**config.mk**
```make
export PLATFORM = sky130hd
export DESIGN_NAME = luffa_io_if
export DESIGN_NICKNAME = d
export VERILOG_FILES = /design/src/rtl/luffa_io_if.sv
export SDC_FILE = /design/constraint.sdc
export NUM_CORES = 1
export LEC_CHECK = 0
export CORE_MARGIN = 5
export CORE_UTILIZATION = 45
export DETAILED_ROUTE_END_ITERATION = 10
export GPL_ROUTABILITY_DRIVEN = 0
export PLACE_DENSITY = 0.83
export SLEW_MARGIN = 30
export SYNTH_ARGS = -nofsm -noshare
export SYNTH_HDL_FRONTEND = slang
export SYNTH_SLANG_ARGS = --single-unit
export TNS_END_PERCENT = 30
```
**constraint.sdc**
```tcl
create_clock -name clk -period 7 [get_ports clk]
set_clock_uncertainty 0.2 [all_clocks]
set_input_delay 1.4 -clock clk [delete_from_list [all_inputs] [get_ports clk]]
set_output_delay 1.4 -clock clk [all_outputs]
set_load 0.05 [all_outputs]
```
**src/rtl/luffa_io_if.sv**
```systemverilog
// luffa_io_if: device-side responder for the 16-bit init/load/fetch/ack host
// protocol in front of the Luffa-256 compression/finalization core.
//
// Host side:
//   init           - start a new message (level, sampled every cycle)
//   load/idata     - one message word per request
//   fetch/odata    - one digest word per request
//   ack            - one-cycle pulse: word accepted or odata valid
//   err            - sticky protocol error, cleared by init or reset
// Core side:
//   core_init      - one-cycle pulse: reset chaining state
//   core_blk/_valid/_ready - 256-bit block handshake, first word in MSBs
//   core_final     - one-cycle pulse: run finalization
//   core_dig/_valid - digest return, word 0 in MSBs
module luffa_io_if #(
    parameter int IOSIZE      = 16,
    parameter int BLOCK_BITS  = 256,
    parameter int DIGEST_BITS = 256
) (
    input  logic                   clk,
    input  logic                   rst_n,
    input  logic                   init,
    input  logic                   load,
    input  logic                   fetch,
    input  logic [IOSIZE-1:0]      idata,
    output logic                   ack,
    output logic [IOSIZE-1:0]      odata,
    output logic                   err,
    output logic                   core_init,
    output logic [BLOCK_BITS-1:0]  core_blk,
    output logic                   core_blk_valid,
    input  logic                   core_blk_ready,
    output logic                   core_final,
    input  logic [DIGEST_BITS-1:0] core_dig,
    input  logic                   core_dig_valid
);

    localparam int WPB = BLOCK_BITS / IOSIZE;
    localparam int WPD = DIGEST_BITS / IOSIZE;
    localparam int WRW = $clog2(WPB);
    localparam int RRW = $clog2(WPD);

    localparam logic [WRW-1:0] WCNT_ONE  = WRW'(1);
    localparam logic [WRW-1:0] WCNT_LAST = WRW'(WPB - 1);
    localparam logic [RRW-1:0] RPTR_ONE  = RRW'(1);

    typedef enum logic [2:0] {
        ST_IDLE,
        ST_FILL,
        ST_HANDOFF,
        ST_FINAL_WAIT,
        ST_OUT
    } state_t;

    state_t                   state_q;
    logic [WRW-1:0]           wcnt_q;
    logic [RRW-1:0]           rptr_q;
    logic [BLOCK_BITS-1:0]    buf_q;
    logic [BLOCK_BITS-1:0]    buf_d;
    logic [DIGEST_BITS-1:0]   dig_q;
    logic                     dig_valid_q;
    logic                     ack_q;
    logic [IOSIZE-1:0]        odata_q;
    logic                     err_q;
    logic                     core_init_q;
    logic                     core_blk_valid_q;
    logic                     core_final_q;
    logic [IOSIZE-1:0]        dig_word;

    // Words enter at the bottom and move up, so the first word ends in the MSBs.
    always_comb begin
        buf_d = {buf_q[BLOCK_BITS-IOSIZE-1:0], idata};
    end

    // Digest word selected by rptr; word 0 lives in the MSBs.
    always_comb begin
        dig_word = '0;
        for (int unsigned i = 0; i < WPD; i++) begin
            if (rptr_q == i[RRW-1:0]) begin
                dig_word = dig_q[(WPD-1-i)*IOSIZE +: IOSIZE];
            end
        end
    end

    always_ff @(posedge clk) begin
        if (!rst_n) begin
            state_q          <= ST_IDLE;
            wcnt_q           <= '0;
            rptr_q           <= '0;
            buf_q            <= '0;
            dig_q            <= '0;
            dig_valid_q      <= 1'b0;
            ack_q            <= 1'b0;
            odata_q          <= '0;
            err_q            <= 1'b0;
            core_init_q      <= 1'b0;
            core_blk_valid_q <= 1'b0;
            core_final_q     <= 1'b0;
        end else if (init) begin
            state_q          <= ST_IDLE;
            wcnt_q           <= '0;
            rptr_q           <= '0;
            buf_q            <= '0;
            dig_valid_q      <= 1'b0;
            ack_q            <= 1'b0;
            err_q            <= 1'b0;
            core_init_q      <= 1'b1;
            core_blk_valid_q <= 1'b0;
            core_final_q     <= 1'b0;
        end else begin
            ack_q        <= 1'b0;
            core_init_q  <= 1'b0;
            core_final_q <= 1'b0;

            unique case (state_q)
                ST_IDLE, ST_FILL: begin
                    if (fetch && !ack_q) begin
                        if (wcnt_q != '0) begin
                            err_q <= 1'b1;
                        end else if (!dig_valid_q) begin
                            core_final_q <= 1'b1;
                            state_q      <= ST_FINAL_WAIT;
                        end else begin
                            odata_q <= dig_word;
                            ack_q   <= 1'b1;
                            rptr_q  <= rptr_q + RPTR_ONE;
                            state_q <= ST_OUT;
                        end
                    end else if (load && !ack_q) begin
                        buf_q  <= buf_d;
                        wcnt_q <= wcnt_q + WCNT_ONE;
                        ack_q  <= 1'b1;
                        if (wcnt_q == WCNT_LAST) begin
                            // Counter wraps to 0 here; block is complete.
                            core_blk_valid_q <= 1'b1;
                            state_q          <= ST_HANDOFF;
                        end else begin
                            state_q <= ST_FILL;
                        end
                    end
                end

                ST_HANDOFF: begin
                    // Loads stall here; buf_q is frozen so core_blk stays stable.
                    if (core_blk_ready) begin
                        core_blk_valid_q <= 1'b0;
                        state_q          <= ST_IDLE;
                    end
                end

                ST_FINAL_WAIT: begin
                    if (core_dig_valid) begin
                        dig_q       <= core_dig;
                        dig_valid_q <= 1'b1;
                        odata_q     <= core_dig[DIGEST_BITS-1 -: IOSIZE];
                        ack_q       <= 1'b1;
                        rptr_q      <= RPTR_ONE;
                        state_q     <= ST_OUT;
                    end else if (load && !ack_q) begin
                        err_q <= 1'b1;
                    end
                end

                ST_OUT: begin
                    if (fetch && !ack_q) begin
                        odata_q <= dig_word;
                        ack_q   <= 1'b1;
                        rptr_q  <= rptr_q + RPTR_ONE;
                    end else if (load && !ack_q) begin
                        err_q <= 1'b1;
                    end
                end

                default: state_q <= ST_IDLE;
            endcase
        end
    end

    assign ack            = ack_q;
    assign odata          = odata_q;
    assign err            = err_q;
    assign core_init      = core_init_q;
    assign core_blk       = buf_q;
    assign core_blk_valid = core_blk_valid_q;
    assign core_final     = core_final_q;

endmodule

```
==> results.md <==
* Status: completed
* Buffer count from post-CTS setup fixing at 0
* Resized Gates After CTS at 0
* Max-slew headroom at 35.1%
* Worst hold-check path type: flip-flop to flip-flop
* Total GRT Usage at between 20% and 30%
* Initial Util at 45.7%
* Routed wl met3 at 7970 um
* Final hold vios at 0
* Crit path capture type: flip-flop
* DRT Wirelength at 80300 um
* Total number of vias at 21757
* DP Worst Slack at 2.45 ns
* WP buf/inv at 2
* Fin crit share at 55.8%
* Largest delay share family, worst path: simple AND/OR/NAND/NOR gates
* Most frequent cell after synthesis: nand2_1
* Sinks on Clock Net at around 550
* Compound-Gate Fraction of Synth Area at between 20% and 30%
* Die area at 53200 um^2
* Setup_tns at 0 ns
* DRT met1 WL at ~31000 um
* Met2 routed WL at 37700 um
* Grt total ovfl at 0
* Root buf cell: clkbuf_16
* Synth top cells by count: nand2_1 (1100), a21oi_1 (601), dfxtp_1 (545), clkbuf_1 (158), buf_2 (63)
* Main combinational cell family by area after synthesis: simple AND/OR/NAND/NOR gates
* RSZ-0062 raised after global routing: no
* Drt first pass iters at 5
* Max Cap Violations at 0
* Tmin final at 3.91 ns
* FMAX at between 200 and 300 MHz
* I/O pin count at around 560
* First-pass GRT wire length at 119000 um
* WS Path Type: input pin to flip-flop
* Synthesized instance count at between 2000 and 3000
* Vias per inst at 5.49
* Clock buffer depth at 3
* Largest net degree at the start of global routing at 189
* Starting DRT DRC Count at 2412
* Share of cells above drive strength 1 at 4.82%
* Per-cell routed wire length at 20.3 um
* Clock latency on the worst-skew pair at 0.62 ns
* Filler cells at 4074
* Initial antenna violation count at 17
* Multi-input gate area at 10000 um^2
* Pleak at ~9.5 nW
* XOR/XNOR Fraction of Synth Area at less than 1%
* #FFs+latches synth at 545
* Endpoints failing setup at 0
* Hold_buf cts at 0
* Startpoint Class: input pin
* CTS Buf Count at 56
* DRC at 0
* CTS tree: yes
* Yosys top cell area share at 49.8%
* Row count at 80
* Measured slew at the worst slew-check pin at 0.971 ns
* Async SR Flop Fraction at 0%
* Peak supply drop at about 0.00032 V
* Synth Area in Adders at less than 1%
* Die Y at 231 um
* Sequential-to-total area share from yosys stat at 49.8%
* Final #Nets at 3584
* Die X-Extent at around 230 um
* Commonest register cell after synthesis: dfxtp_1
* Simple-Gate Fraction of Synth Area at 24.4%
* Power per cell area at 225 nW/um^2
* Area leader, netlist: dfxtp_1
* FF/Latch Area at 10900 um^2
* Vias in the first global route at 20413
* Cell Chain, Critical Path: clkdlybuf4s50_1 -> nor3b_1 -> nand2_4 -> buf_4 -> nand2_1 -> a21oi_1
* Synth Warn # at 0
* DR top layer: met5
* Arr. time, crit path at 4.14 ns
* Crit Path Max Fanout at 84
* DP HPWL at 55400 um
* Worst path required time at 7.23 ns
* Post-synthesis cell type count at 56
* Synthesized area per cell at 7.56 um^2
* Largest stage delay, worst path at 0.65 ns
* Final WS setup at 3.09 ns
* Number of I/O port buffers at roughly 560
* Area growth, synth to finish at 34.8%
* Post-Syn Area at 21900 um^2
* Reg clk slew, reported paths at ~0.060 ns
* Post-synth EDFFs at 0
* Post-synthesis mux area share at 0.0457%
* Slowest CP cell: nor3b_1
* Top cells by area, synth: dfxtp_1 (50%), nand2_1 (19%), a21oi_1 (14%)
* Pins Over Slew Limit at 0
* H-tree depth at 2
* Area of the core at about 48000 um^2
* Mapped Nets at between 3000 and 4000
* Post-route ant nets at 0
cell usage in the layout (no fill, tap or decap), types with 3 or more instances in the layout:
| cell | n |
|---|---|
| a21o_1 | 15 |
| clkbuf_8 | 11 |
| a2bb2oi_1 | 15 |
| buf_12 | 4 |
| dfxtp_1 | 545 |
| a31oi_1 | 33 |
| a221oi_1 | 16 |
| or3b_2 | 30 |
| buf_4 | 19 |
| clkbuf_1 | 6 |
| xor2_1 | 3 |
| clkinv_2 | 11 |
| nand2b_1 | 37 |
| bufinv_16 | 9 |
| a22oi_1 | 15 |
| nor2b_1 | 20 |
| diode_2 | 12 |
| o211ai_1 | 16 |
| a211oi_1 | 4 |
| nand3b_1 | 23 |
| nor2_1 | 32 |
| o21ai_1 | 5 |
| nand4_1 | 4 |
| and3b_1 | 16 |
| a21oi_1 | 601 |
| a211o_1 | 15 |
| clkdlybuf4s50_1 | 555 |
| o22ai_1 | 15 |
| inv_1 | 10 |
| ha_2 | 3 |
| nand2_1 | 1098 |
| o21ai_0 | 45 |
| clkbuf_16 | 56 |
metrics by stage:
step | utilization (%) | hold WS (ns) | instance area, um^2 | instances | total power [mW]
5_1_grt | 61.6 | 0.264 | 29500 | 3960 | 6.82
6_report | 61.6 | 0.251 | 29500 | 3965 | 6.64
2_1_floorplan | - | 0.231 | 21900 | 2898 | 3.33
3_3_place_gp | 57.4 | 0.238 | 27500 | 3855 | 3.53
3_5_place_dp | 57.4 | 0.242 | 27500 | 3855 | 3.53
4_1_cts | 61.5 | 0.250 | 29500 | 3952 | 6.67
kinds of logic (layout without fill, tap and decap cells):
logic type               count (synthesis)  in the layout
AO/OA/AOI/OAI                          811            811
multiplexers                             1              1
flip-flops                             545            545
adder cells (fa/ha/maj)                  6              6
buffers and inverters                  249            689
AND/OR/NAND/NOR                       1281           1281
other                                    0             12
XOR/XNOR                                 5              5
flip-flops by register name (all words and copies together) (netlist names):
signal / flops
ack: 1
core_blk: 256
core_blk_valid: 1
core_final: 1
core_init: 1
dig_q: 256
dig_valid_q: 1
err: 1
odata: 16
rptr_q: 4
state_q: 3
wcnt_q: 4
report_power, final:
group | switching [mW] | internal, mW | leakage, nW
combinational | 0.185 | 0.168 | 4.12
sequential | 0.00753 | 3.11 | 4.39
clock | 1.27 | 1.90 | 0.958
total | 1.46 | 5.18 | 9.47
per-layer routing:
layer / vias up / global-route usage [%]
li1: 10464 / -
met1: 10197 / 34.5
met2: 900 / 45.9
met3: 184 / 9.34
met4: 12 / 11.4
met5: - / 0
tightest hold or removal path: stages (launching register included):
cell and delay (ns):
dfxtp_1 0.30, nand2_1 0.05, a21oi_1 0.05
area by class of cell:
class	instances	area share, %
Sequential cell	545	37.0
Inverter	12	0.195
Antenna cell	12	0.102
Clock inverter	24	1.24
Tap cell	615	2.61
Timing Repair Buffer	580	19.6
Clock buffer	73	5.34
Multi-Input combinational cell	2104	33.9
worst paths after layout:
| check | startpoint | end | slack, ns | cells after the start |
|---|---|---|---|---|
| max | fetch | core_blk[238] | 3.09 | 6 |
| min | dig_q[84] | dig_q[84] | 0.25 | 2 |
| max reg2reg | rptr_q[0] | odata[2] | 3.46 | 7 |
| min reg2reg | dig_q[84] | dig_q[84] | 0.25 | 2 |
Note: power is estimated with default switching activity, not from simulation.
